`config.mk`:
```
export PLATFORM = sky130hd
export DESIGN_NAME = ad_capture_ctrl
export DESIGN_NICKNAME = d
export VERILOG_FILES = /design/src/rtl/ad_capture_pkg.sv /design/src/rtl/ad_capture_decim2.sv /design/src/rtl/ad_capture_ctrl.sv
export SDC_FILE = /design/constraint.sdc
export NUM_CORES = 1
export LEC_CHECK = 0
export CAP_MARGIN = 20
export CORE_ASPECT_RATIO = 2
export CORE_MARGIN = 1
export CORE_UTILIZATION = 35
export CTS_CLUSTER_SIZE = 40
export DETAILED_ROUTE_END_ITERATION = 6
export GPL_TIMING_DRIVEN = 0
export PLACE_DENSITY = 0.67
export SYNTH_ARGS = -nofsm -noshare
export SYNTH_HDL_FRONTEND = slang
export SYNTH_SLANG_ARGS = --single-unit
```
`constraint.sdc`:
```
create_clock -name clk -period 2.2 [get_ports clk]
set_input_delay 0.22 -clock clk [delete_from_list [all_inputs] [get_ports clk]]
set_output_delay 0.22 -clock clk [all_outputs]
set_load 0.005 [all_outputs]
```
`src/rtl/ad_capture_pkg.sv`:
```
// Shared types and default sizes for the A/D capture write-side controller.
package ad_capture_pkg;

  localparam int AD_ADDR_W = 10;
  localparam int AD_DATA_W = 16;

  // Capture sequencer states; IDLE encodes as zero so the reset value is IDLE.
  typedef enum logic [1:0] {
    ST_IDLE     = 2'd0,
    ST_PRETRIG  = 2'd1,
    ST_POSTTRIG = 2'd2,
    ST_DONE     = 2'd3
  } cap_state_e;

endpackage

```
`src/rtl/ad_capture_decim2.sv`:
```
// Pair accumulator: averages consecutive qualified samples two at a time.
// out_valid is a combinational strobe on the second sample of each pair, so
// the downstream write register issues the write the cycle after that sample.
module ad_capture_decim2
  import ad_capture_pkg::*;
#(
  parameter int DATA_W = AD_DATA_W
) (
  input  logic              clk,
  input  logic              reset_n,
  input  logic              clear,
  input  logic              enable,
  input  logic              in_valid,
  input  logic [DATA_W-1:0] in_data,
  output logic              out_valid,
  output logic [DATA_W-1:0] out_data
);

  logic              half_q;
  logic [DATA_W-1:0] first_q;
  logic [DATA_W:0]   pair_sum;

  // Sum at DATA_W+1 bits so 0xFFFF + 0xFFFF cannot overflow before the shift.
  assign pair_sum  = {1'b0, first_q} + {1'b0, in_data};
  assign out_valid = enable && in_valid && half_q;
  assign out_data  = pair_sum[DATA_W:1];

  // Hold the first sample of a pair; clear drops any half pair.
  always_ff @(posedge clk or negedge reset_n) begin
    if (!reset_n) begin
      half_q  <= 1'b0;
      first_q <= '0;
    end else if (clear) begin
      half_q  <= 1'b0;
    end else if (enable && in_valid) begin
      if (half_q) begin
        half_q  <= 1'b0;
      end else begin
        half_q  <= 1'b1;
        first_q <= in_data;
      end
    end
  end

endmodule

```
`src/rtl/ad_capture_ctrl.sv`:
```
// Write-side controller for the A/D sample buffer (circular pre-trigger
// buffer in ad_ram, programmed post-trigger capture, then freeze).
// Optional build macro AD_CAPTURE_DECIM2_EN: average samples in pairs and
// write one word per pair.
//
// Handshake: sample_valid qualifies sample_data in the same cycle; there is
// no ready, every qualified sample is consumed (or ignored outside capture).
module ad_capture_ctrl
  import ad_capture_pkg::*;
#(
  parameter int ADDR_W = AD_ADDR_W,
  parameter int DATA_W = AD_DATA_W
) (
  input  logic                clk,
  input  logic                reset_n,
  input  logic                arm,
  input  logic                abort,
  input  logic                trigger,
  input  logic [ADDR_W:0]     post_count,
  input  logic                sample_valid,
  input  logic [DATA_W-1:0]   sample_data,
  output logic [ADDR_W-1:0]   ram_address,
  output logic [DATA_W-1:0]   ram_writedata,
  output logic [DATA_W/8-1:0] ram_writebyteenable,
  output logic                busy,
  output logic                done,
  output logic                wrapped,
  output logic [ADDR_W-1:0]   trigger_address,
  output cap_state_e          dbg_state
);

  localparam logic [ADDR_W:0]   CNT_ONE = {{ADDR_W{1'b0}}, 1'b1};
  localparam logic [ADDR_W-1:0] PTR_ONE = {{(ADDR_W-1){1'b0}}, 1'b1};

  cap_state_e        state_q;
  cap_state_e        state_d;
  logic [ADDR_W-1:0] wr_ptr_q;
  logic [ADDR_W:0]   post_len_q;
  logic [ADDR_W:0]   post_cnt_q;

  logic              word_valid;
  logic [DATA_W-1:0] word_data;
  logic              wr_en;
  logic              start_capture;
  logic              trig_take;
  logic              capturing;

  assign capturing = (state_q == ST_PRETRIG) || (state_q == ST_POSTTRIG);
  assign dbg_state = state_q;

`ifdef AD_CAPTURE_DECIM2_EN
  ad_capture_decim2 #(
    .DATA_W (DATA_W)
  ) u_decim2 (
    .clk       (clk),
    .reset_n   (reset_n),
    .clear     (start_capture || abort),
    .enable    (capturing),
    .in_valid  (sample_valid),
    .in_data   (sample_data),
    .out_valid (word_valid),
    .out_data  (word_data)
  );
`else
  assign word_valid = sample_valid;
  assign word_data  = sample_data;
`endif

  // State register.
  always_ff @(posedge clk or negedge reset_n) begin
    if (!reset_n) begin
      state_q <= ST_IDLE;
    end else begin
      state_q <= state_d;
    end
  end

  // Next-state logic; abort overrides everything, including arm.
  always_comb begin
    state_d = state_q;
    if (abort) begin
      state_d = ST_IDLE;
    end else begin
      case (state_q)
        ST_IDLE, ST_DONE: begin
          if (arm) state_d = ST_PRETRIG;
        end
        ST_PRETRIG: begin
          // A word written in the trigger cycle is already the first post word.
          if (trigger) begin
            state_d = (word_valid && (post_len_q == CNT_ONE)) ? ST_DONE : ST_POSTTRIG;
          end
        end
        ST_POSTTRIG: begin
          if (word_valid && (post_cnt_q == CNT_ONE)) state_d = ST_DONE;
        end
        default: state_d = ST_IDLE;
      endcase
    end
  end

  // Per-cycle control strobes derived from the current state and inputs.
  always_comb begin
    wr_en         = 1'b0;
    start_capture = 1'b0;
    trig_take     = 1'b0;
    if (!abort) begin
      case (state_q)
        ST_IDLE, ST_DONE: start_capture = arm;
        ST_PRETRIG: begin
          wr_en     = word_valid;
          trig_take = trigger;
        end
        ST_POSTTRIG: wr_en = word_valid;
        default: ;
      endcase
    end
  end

  // Write pointer, post counter, trigger address and registered RAM port.
  always_ff @(posedge clk or negedge reset_n) begin
    if (!reset_n) begin
      wr_ptr_q            <= '0;
      post_len_q          <= '0;
      post_cnt_q          <= '0;
      wrapped             <= 1'b0;
      trigger_address     <= '0;
      ram_address         <= '0;
      ram_writedata       <= '0;
      ram_writebyteenable <= '0;
    end else begin
      ram_writebyteenable <= wr_en ? '1 : '0;
      if (wr_en) begin
        ram_address   <= wr_ptr_q;
        ram_writedata <= word_data;
        wr_ptr_q      <= wr_ptr_q + PTR_ONE;
        if (&wr_ptr_q) wrapped <= 1'b1;
      end
      if (start_capture) begin
        wr_ptr_q        <= '0;
        wrapped         <= 1'b0;
        trigger_address <= '0;
        post_len_q      <= (post_count == '0) ? CNT_ONE : post_count;
      end
      if (trig_take) begin
        trigger_address <= wr_ptr_q;
        post_cnt_q      <= wr_en ? (post_len_q - CNT_ONE) : post_len_q;
      end else if ((state_q == ST_POSTTRIG) && wr_en) begin
        post_cnt_q <= post_cnt_q - CNT_ONE;
      end
    end
  end

  // Status flags registered from the next state so they track the state register.
  always_ff @(posedge clk or negedge reset_n) begin
    if (!reset_n) begin
      busy <= 1'b0;
      done <= 1'b0;
    end else begin
      busy <= (state_d == ST_PRETRIG) || (state_d == ST_POSTTRIG);
      done <= (state_d == ST_DONE);
    end
  end

endmodule
```
==> key figures <==
Synth
  – Gate Count Post-Synth: about 280
  – Cell with the most instances after synthesis: dfrtp_1
  – Mapped Avg Cell Area: around 12 um^2
  – Warnings from Yosys: 0
  – Synth top cells by count: dfrtp_1 (74), mux2_2 (29), nor2_1 (22), xor2_1 (18), xnor2_1 (11)
  – Top post-synthesis cells by area: dfrtp_1 (54%), mux2_2 (9.5%), xor2_1 (4.6%), ha_1 (3.3%), mux2i_1 (2.9%)
  – Post-synth EDFFs: 0
  – Register area share after synthesis: between 50% and 60%
  – Post-synth top area share: between 50% and 60%
  – Ys flop type: dfrtp_1
  – Synthesized flop and latch total: 74
  – Syn_nets: between 300 and 400
  – Post-synthesis cell area: around 0.0034 mm^2
  – Netlist cell types: 42
  – Synth async-reset ratio: between 90% and 100%
  – Most area-hungry cell type in the Yosys netlist: dfrtp_1

Worst setup path
  – Crit path kind: flip-flop to flip-flop
  – Worst Setup Start Kind: flip-flop
  – CP max stage cell: or4b_4
  – Crit-path cells: inv_1 > ha_1 > buf_6 > or4b_4 > nor4_4 > xnor2_1 > mux2i_1
  – Largest fanout on the critical path: 10
  – CP arrival: 2.32 ns
  – Crit end category: flip-flop
  – Worst path max stage delay: just under 0.6 ns
  – Req. time, crit path: ~2.4 ns

Cells and area
  – Layout cell share with drive strength beyond 1: roughly 17%
  – Filler cells: 831
  – Area of the multi-input gates: between 0.0015 and 0.002 mm^2
  – Area grow syn2layout: 36.74%
  – Nets: 411
  – Inserted Diodes: 0
  – Register area: between 0.0015 and 0.002 mm^2

CTS
  – Clock-pin slew on the worst setup and hold paths: ~0.060 ns
  – Number of clock sinks: 74
  – Clock Tree Root: clkbuf_16
  – Clock latency on the worst-skew pair: between 0.3 and 0.4 ns
  – CTS tree: built
  – Inserted Clock Buffers: 9
  – H-tree depth: 3
  – Longest Clk Path Bufs: 2

Global routing
  – GRT Total Usage: between 10% and 20%
  – Largest net degree at the start of global routing: between 60 and 70
  – Initial antenna violation count: 0
  – Vias in the first global route: between 2000 and 3000
  – First-pass GRT wire length: 13860 um
  – Total gr overflow: 0

Floorplanning
  – Die Height: roughly 140 um
  – Die Width: ~72 um
  – Area of the core: 0.009447 mm^2
  – Initial cell density of the core: 36.45%
  – Site row count: 50
  – Die ar.: between 0.01 and 0.015 mm^2
  – Io pins: 76

STA
  – Slew @ Worst Pin: between 0.6 and 0.7 ns
  – Hold Fails Final Rpt: 0
  – Final setup vio count: 0
  – Final-report max-slew violation count: 0
  – Period utilization: 96.32%
  – Max Fclk: 0.4719 GHz
  – Setup TNS Final: 0 ns
  – Worst Slack Setup Final: between 0.08 and 0.09 ns
  – Final period demand of the worst path: 2.119 ns
  – Max-slew headroom: about 53%
  – Final Skew: between 0.007 and 0.008 ns

Placed design
  – Dpl hpwl: around 6300 um
  – Post-Place Setup Slack: -0.06080 ns
  – Routability cong.: 0.8027
  – Port buffer count: 75

Routing
  – Antenna viol nets, final: 0
  – Post-DR wirelength/cell: between 15 and 20 um
  – Wire length on met3: between 200 and 300 um
  – Via count: ~2500
  – Drt first pass iters: 4
  – DR WL met2: 4848 um
  – Vias per inst: 4.976
  – M1 WL: about 3100 um
  – # DRC: 0
  – Final wirelength: approximately 8500 um
  – DRT iter0 DRCs: just under 70
  – Max layer used: met4

Status
  – Status: completed

Job
  – # Max-Cap Violations: 0

Pwr
  – Static leakage: between 0.0015 and 0.002 uW
  – Max VDD drop: 0.5702 mV
  – Power Total: between 4000 and 5000 uW
  – P per Cell Area: 1001 mW/mm^2

Min path
  – Min-Delay Path Class: input port to asynchronous set/reset pin
## critical path: cells and delay by family, from the launching register on
kind	cells	cell delay, ns
flip-flops	1	0.39
XOR/XNOR	1	0.15
buffers and inverters	2	0.23
AND/OR/NAND/NOR	2	0.82
multiplexers	1	0.09
adder cells (fa/ha/maj)	1	0.32
## layer usage
metal | track usage [%] | up-vias
li1 | - | 1181
met1 | 18.58 | 1246
met2 | 33.35 | 62
met3 | 3.612 | 19
met4 | 9.701 | 0
met5 | 0 | -
## state kept, by name (all words and copies together), names as in the netlist
register / flops
ram_writebyteenable: 1
dbg_state: 2
post_len_q: 11
ram_address: 10
trigger_address: 10
wr_ptr_q: 10
wrapped: 1
done: 1
post_cnt_q: 11
busy: 1
ram_writedata: 16
## repair_timing
action | 4_1_cts | 5_1_grt
buffers inserted | 0 | 2
setup endpoints to repair | 25 | 43
gates resized for setup | 2 | 7
hold buffers | 1 | 0
hold endpoints to repair | 74 | 0
## area by class of cell
cell class | count | area share [%]
well taps | 130 | 3.455
plain buffers | 13 | 1.621
repair buffers | 79 | 17.01
clock inverters | 2 | 0.2126
clock buffers | 14 | 5.820
inverters | 8 | 0.6378
multi-input cells | 184 | 31.92
flip-flops and latches | 74 | 39.33
## layout by cell type (no fill, tap or decap), drive strengths merged, types with 6 or more instances in the layout
cell type	n
dfrtp	74
clkdlybuf4s50	74
mux2	35
nor2	22
clkbuf	19
xor2	18
buf	12
xnor2	11
a22o	10
mux2i	10
ha	9
inv	8
nand4	8
nand3	7
nor4	7
nand2	6
or4	6
nor3	6
## report_power, final
part / switching [uW] / internal, uW / total, uW
Combinational: 499 / 783 / 1280
Clock: 531 / 853 / 1380
Sequential: 329 / 1720 / 2050
## worst paths after layout
check | slack (ns) | cells after the start | endpoint | from
setup / recovery | 0.08 | 7 | post_cnt_q[7] | dbg_state[0]
hold / removal | 0.27 | 2 | ram_writedata[8] | reset_n
setup reg to reg | 0.08 | 7 | post_cnt_q[7] | dbg_state[0]
hold reg to reg | 0.48 | 1 | ram_writedata[9] | ram_writedata[9]
max in group asynchronous | 1.40 | 3 | trigger_address[2] | reset_n
min in group clk | 0.48 | 1 | ram_writedata[9] | ram_writedata[9]
## per-stage QoR
stage	instances	hold slack, ns	cell area, um^2	utilization (%)
after floorplan	279	-0.07559	3443	-
after detailed placement	485	0.04881	4382	46.38
after CTS	502	0.2504	4684	49.59
after global routing	504	0.2696	4708	49.84
after global placement	484	0.4704	4357	46.12
final	504	0.2682	4708	49.84
## cells by family after synthesis
group / count (synthesis) / share of synthesized area (%)
flip-flops: 74 / 53.78
adder cells (fa/ha/maj): 9 / 3.270
AND/OR/NAND/NOR: 77 / 13.34
XOR/XNOR: 29 / 7.376
AO/OA/AOI/OAI: 24 / 5.014
multiplexers: 45 / 14.35
buffers and inverters: 21 / 2.871
(Power assumes the default switching activity.)
